[src/rtl/machine_log_reader.sv]
`default_nettype none
// ============================================================================
//  Module      : machine_log_reader
//  Description : Capture side of the vending-machine log path. Accepts one
//                15-bit log record per cycle into a circular buffer and lets
//                a host drain it, oldest first, through a request/valid port.
//                On overflow the oldest record is overwritten so the newest
//                history is retained; overwrites are counted (saturating).
//  Revision    : 1.0 - initial release
// ----------------------------------------------------------------------------
//  Ports
//    clock, reset_n           : rising-edge clock, async active-low reset
//    log_valid, log_operator, log_status, log_param2..4
//                             : incoming record (op/status/three params)
//    filter_mask              : bit k keeps records with op==k
//    clear                    : synchronous flush of buffer and flags
//    rd_req                   : pop request
//    rd_valid, rd_operator, rd_status, rd_param2..4
//                             : popped record, one cycle after the request
//    rd_underflow             : one-cycle pulse, pop requested while empty
//    count, full, empty       : occupancy
//    overflow, drop_count     : sticky overwrite flag, saturating counter
// ============================================================================
module machine_log_reader #(
  parameter int DEPTH  = 16,
  parameter int PTR_W  = 4,
  parameter int DROP_W = 8
) (
  input  logic              clock,
  input  logic              reset_n,
  input  logic              log_valid,
  input  logic [1:0]        log_operator,
  input  logic              log_status,
  input  logic [3:0]        log_param2,
  input  logic [3:0]        log_param3,
  input  logic [3:0]        log_param4,
  input  logic [3:0]        filter_mask,
  input  logic              clear,
  input  logic              rd_req,
  output logic              rd_valid,
  output logic [1:0]        rd_operator,
  output logic              rd_status,
  output logic [3:0]        rd_param2,
  output logic [3:0]        rd_param3,
  output logic [3:0]        rd_param4,
  output logic              rd_underflow,
  output logic [PTR_W:0]    count,
  output logic              full,
  output logic              empty,
  output logic              overflow,
  output logic [DROP_W-1:0] drop_count
);

  localparam int             REC_W    = 15;
  localparam logic [PTR_W:0] C_FULL_CNT = (PTR_W + 1)'(DEPTH);

  // Record storage; contents are don't-care after reset, so no reset here.
  logic [REC_W-1:0]  mem_q [DEPTH];

  logic [PTR_W-1:0]  wr_ptr_q, wr_ptr_d;
  logic [PTR_W-1:0]  rd_ptr_q, rd_ptr_d;
  logic [PTR_W:0]    count_q, count_d;
  logic              overflow_q, overflow_d;
  logic [DROP_W-1:0] drop_q, drop_d;
  logic              rd_valid_q, rd_valid_d;
  logic              underflow_q, underflow_d;
  logic [REC_W-1:0]  rd_rec_q, rd_rec_d;

  logic              w_full;
  logic              w_empty;
  logic              w_wr_en;
  logic              w_pop;
  logic              w_overwrite;
  logic [REC_W-1:0]  w_rec;

  assign w_full  = (count_q == C_FULL_CNT);
  assign w_empty = (count_q == '0);
  assign w_rec   = {log_operator, log_status, log_param2, log_param3, log_param4};

  // clear has priority over both the write and the pop.
  assign w_wr_en = log_valid & filter_mask[log_operator] & ~clear;
  assign w_pop   = rd_req & ~w_empty & ~clear;
  // A pop in the same cycle frees a slot, so only an unaccompanied write
  // into a full buffer displaces the oldest record.
  assign w_overwrite = w_wr_en & w_full & ~w_pop;

  always_comb begin
    wr_ptr_d    = wr_ptr_q;
    rd_ptr_d    = rd_ptr_q;
    count_d     = count_q;
    overflow_d  = overflow_q;
    drop_d      = drop_q;
    rd_valid_d  = 1'b0;
    underflow_d = 1'b0;
    rd_rec_d    = rd_rec_q;

    if (clear) begin
      wr_ptr_d   = '0;
      rd_ptr_d   = '0;
      count_d    = '0;
      overflow_d = 1'b0;
      drop_d     = '0;
    end else begin
      underflow_d = rd_req & w_empty;

      if (w_pop) begin
        rd_valid_d = 1'b1;
        rd_rec_d   = mem_q[rd_ptr_q];
      end

      if (w_wr_en) begin
        wr_ptr_d = wr_ptr_q + 1'b1;
      end

      if (w_pop || w_overwrite) begin
        rd_ptr_d = rd_ptr_q + 1'b1;
      end

      if (w_wr_en && !w_pop && !w_full) begin
        count_d = count_q + 1'b1;
      end else if (w_pop && !w_wr_en) begin
        count_d = count_q - 1'b1;
      end

      if (w_overwrite) begin
        overflow_d = 1'b1;
        if (drop_q != '1) begin
          drop_d = drop_q + 1'b1;
        end
      end
    end
  end

  always_ff @(posedge clock) begin
    if (w_wr_en) begin
      mem_q[wr_ptr_q] <= w_rec;
    end
  end

  always_ff @(posedge clock or negedge reset_n) begin
    if (!reset_n) begin
      wr_ptr_q    <= '0;
      rd_ptr_q    <= '0;
      count_q     <= '0;
      overflow_q  <= 1'b0;
      drop_q      <= '0;
      rd_valid_q  <= 1'b0;
      underflow_q <= 1'b0;
      rd_rec_q    <= '0;
    end else begin
      wr_ptr_q    <= wr_ptr_d;
      rd_ptr_q    <= rd_ptr_d;
      count_q     <= count_d;
      overflow_q  <= overflow_d;
      drop_q      <= drop_d;
      rd_valid_q  <= rd_valid_d;
      underflow_q <= underflow_d;
      rd_rec_q    <= rd_rec_d;
    end
  end

  assign rd_valid     = rd_valid_q;
  assign rd_underflow = underflow_q;
  assign {rd_operator, rd_status, rd_param2, rd_param3, rd_param4} = rd_rec_q;
  assign count        = count_q;
  assign full         = w_full;
  assign empty        = w_empty;
  assign overflow     = overflow_q;
  assign drop_count   = drop_q;

endmodule
`default_nettype wire
[config.mk]
export PLATFORM = sky130hd
export DESIGN_NAME = machine_log_reader
export DESIGN_NICKNAME = d
export VERILOG_FILES = /design/src/rtl/machine_log_reader.sv
export SDC_FILE = /design/constraint.sdc
export NUM_CORES = 1
export LEC_CHECK = 0
export ABC_AREA = 1
export BUFFER_PORTS_ARGS = -buffer_cell sky130_fd_sc_hd__buf_2
export CORE_MARGIN = 3
export CORE_UTILIZATION = 27
export DETAILED_ROUTE_END_ITERATION = 12
export HOLD_SLACK_MARGIN = 0.12
export SYNTH_ARGS = -nofsm -noshare
export SYNTH_HDL_FRONTEND = slang
export SYNTH_SLANG_ARGS = --single-unit
[constraint.sdc]
create_clock -name clock -period 4.3 [get_ports clock]
set_clock_uncertainty 0.15 [all_clocks]
set_input_delay 0.43 -clock clock [delete_from_list [all_inputs] [get_ports clock]]
set_output_delay 0.43 -clock clock [all_outputs]
set_load 0.02 [all_outputs]
==> summary.txt <==
Result of the run: complete, no violations
Minimum setup slack after placement: 1.48 ns
Worst Hold Depth: 1
Starting DRT DRC Count: 508
Distinct cell type count after synthesis: 32
Vias in the first global route: 7507
Root buffer cell: clkbuf_16
Clock power share: 0.394
Top cells by count, synth: edfxtp_1 (240), nor2_1 (202), o21ai_0 (126)
1st-pass router iterations: 4
Placement row count: 75
Top area cells in the synthesized netlist: edfxtp_1 (62%), dfrtp_1 (8.4%), nor2_1 (6.5%)
Final setup violation count: 0
Nets: 1064
H-tree depth reported by CTS: 1
Final hold violations: 0
DRC: 0
Proportion of synthesized chip area in sequential cells: 0.700
Internal Power: 4.99 mW
TritonCTS Sinks: 279
Count of nets left with antenna violations after detail routing: 0
Overall routing resource usage: 0.120
Largest driver fanout on the critical path: 27
Clock tree buffer depth: 3
Clock transition at path regs: 0.06 ns
Post-synthesis adder-cell area fraction: 0.0124
Minimum clock period: 2.56 ns
Maximum number of pins on one net before global-route repair: 104
Average size of a mapped cell: 12.0 µm²
Fraction of the mapped netlist area in compound gates: 0.0998
Async set or reset register ratio after synthesis: 0.140
Path type of the worst setup path: input port to register
Simple-gate portion of the synthesized area: 0.142
Width of the chip: 214 µm
Total negative slack for setup checks: 0 ns
Clock tree from TritonCTS: yes
Initial cell density of the core: 0.276
Maxcap violations: 0
Sw Pwr: 1.80 mW
Path depth of the worst reg2reg path: 13
Kind of capture point of the worst setup path: register
Headroom to the max-slew limit: 0.346
Drt wl/cell: 17.3 µm
Post-synthesis cell area: 0.0117 mm²
Power density over the cells: 497 mW/mm²
Number of antenna violations at the first check in global routing: 0
Drt total wl: 28.2 mm
Setup slack of the critical path after layout: 1.74 ns
Number of clock buffers inserted by TritonCTS: 29
Maximum VDD drop: 0.349 mV
Comb power frac: 0.146
Area overhead of the layout relative to synthesis: 16.9%
Setup repair after global routing missed its margin: no
Required time of the critical path: 4.58 ns
Gp weighted congestion: 0.862
Ports: 57
Data arrival time of the critical path: 2.84 ns
Number of enable flip-flop cells after synthesis: 240
Count of state elements after synthesis: 279
Worst-margin pin slew: 0.980 ns
Fraction of the cycle the final worst path needs: 0.596
Launch point of the worst path: clear
Startpoint of the most critical register-to-register path: count[1]
Overall die height: 214 µm
Multiplexer area fraction after synthesis: 0
Setup crit start kind: input port
Die ar.: 0.0458 mm²
Maximum cell stage delay along the critical path: 0.53 ns
First-pass GRT wire length: 44.3 mm
Switching part of the total power: 0.265
Overall overflow remaining after global route: 0
Sequential Power Share: 0.460
Post-Syn Nets: 1005
Most area-hungry cell type in the Yosys netlist: edfxtp_1
Number of port buffers: 56
Number of instances in the synthesized netlist: 970
Critical path's slowest cell: dlygate4sd3_1
Xor and xnor area share after synthesis: 0.00675
Core region area: 0.0423 mm²
Most used flip-flop cell after synthesis: edfxtp_1
Clock Latency Late Sink: 0.54 ns
Combinational family with the most area after synthesis: simple AND/OR/NAND/NOR gates
Fraction of layout instances using a drive strength above 1: 0.144
Leak: 4.90 nW
Yosys warns: 0
Via count: 7524
Worst min-delay path class: input port to register
Hold wc startpoint: log_param4[2]
Detailed placement HPWL: 16.6 mm
Sequence of cells on the critical path: dlygate4sd3_1 > buf_2 > inv_1 > buf_4 > nand3_4 > ha_1 > a21oi_1 > nand3_1 > nand2_1 > inv_1 > nand2_1 > nand2_1 > nand2_1 > nand2_1
Area share of the largest cell type after synthesis: 0.617
Max Transition Viols Final: 0
Max Fclk: 390 MHz
Cell repeated most along the worst path: nand2_1
Detailed-route vias per instance: 4.62
Antenna cell count: 0
Cell with the most instances after synthesis: edfxtp_1
Buffers inserted during post-CTS setup optimization: 0
[layer usage]
metal / vias to the layer above / global-route usage / part of all wire
met5: - / 0 / 0
met1: 3688 / 0.160 / 0.44
met3: 56 / 0.0184 / 0.053
met2: 187 / 0.200 / 0.47
li1: 3593 / - / -
met4: 0 / 0.0455 / 0.037
[registers in the layout, summed over array words and instances (netlist names)]
register      count
overflow          1
rd_ptr_q          4
drop_count        8
mem_q           240
rd_underflow      1
rd_valid          1
count             5
wr_ptr_q          4
rd_rec_q         15
[layout make-up]
cell class                      instances  area [µm²]
Clock inverter                         16         215
Inverter                               28         111
Fill cell                            4181       28700
Timing Repair Buffer                   82         518
Sequential cell                       279        8190
Multi-Input combinational cell        609        3070
Tap cell                              577         722
Clock buffer                           38         831
[final timing paths]
kind,end,slack [ns]
hold reg to reg,rd_rec_q[5],0.33
setup reg to reg,count[4],1.83
min in group asynchronous,drop_count[3],0.41
hold / removal,mem_q[11][2],0.14
setup / recovery,count[4],1.74
max in group asynchronous,rd_ptr_q[0],2.93
[kinds of logic after synthesis]
| family | after synthesis |
|---|---|
| AO/OA/AOI/OAI | 197 |
| XOR/XNOR | 9 |
| adder cells (fa/ha/maj) | 11 |
| buffers and inverters | 82 |
| flip-flops | 279 |
| AND/OR/NAND/NOR | 392 |
[power by group through the flow]
stage / Combinational, mW / Clock [mW] / Sequential (mW)
global placement: 0.990 / 0 / 3.18
finish: 0.992 / 2.67 / 3.12
global route: 1.12 / 2.83 / 3.13
floorplan: 0.614 / 0 / 3.24
CTS: 1.01 / 2.73 / 3.12
detailed placement: 0.996 / 0 / 3.18
[layout by cell type, fill, tap and decap left out, types with 4 or more instances in the layout]
cell,netlist,routed
o211ai_1,60,60
o21ai_0,126,126
clkinv_2,0,5
nor2_2,2,9
a21oi_1,4,4
xor2_1,8,8
nor2_1,202,195
bufinv_16,0,5
ha_1,10,10
nand2_1,107,107
buf_4,3,17
buf_2,18,56
inv_1,25,25
clkbuf_8,0,5
nand3_1,60,60
edfxtp_1,240,240
dfrtp_1,39,37
nand4_1,8,8
clkbuf_16,0,30
dlygate4sd3_1,0,7
[metrics by stage]
stage	utilization	cells	cell area [µm²]	total power [mW]	hold WS (ns)
finish	0.323	1629	13700	6.79	0.136
global placement	0.296	1568	12500	4.17	0.319
global route	0.323	1629	13700	7.08	0.136
detailed placement	0.296	1568	12500	4.17	0.316
CTS	0.323	1629	13700	6.85	0.125
floorplan	-	970	11700	3.86	-0.0156
[worst max-delay path, delay by kind of cell]
kind / cells / cell delay, ns
buffers and inverters: 5 / 1.22
and+or+nand+nor: 7 / 0.60
adders and majority gates: 1 / 0.38
AOI/OAI and AO/OA: 1 / 0.20
[timing repair]
| item | CTS | global route |
|---|---|---|
| hold buffers | 7 | 0 |
| hold endpoints to repair | 63 | 0 |
| resized for setup | 0 | 0 |
Note: power is estimated with default switching activity, not from simulation.
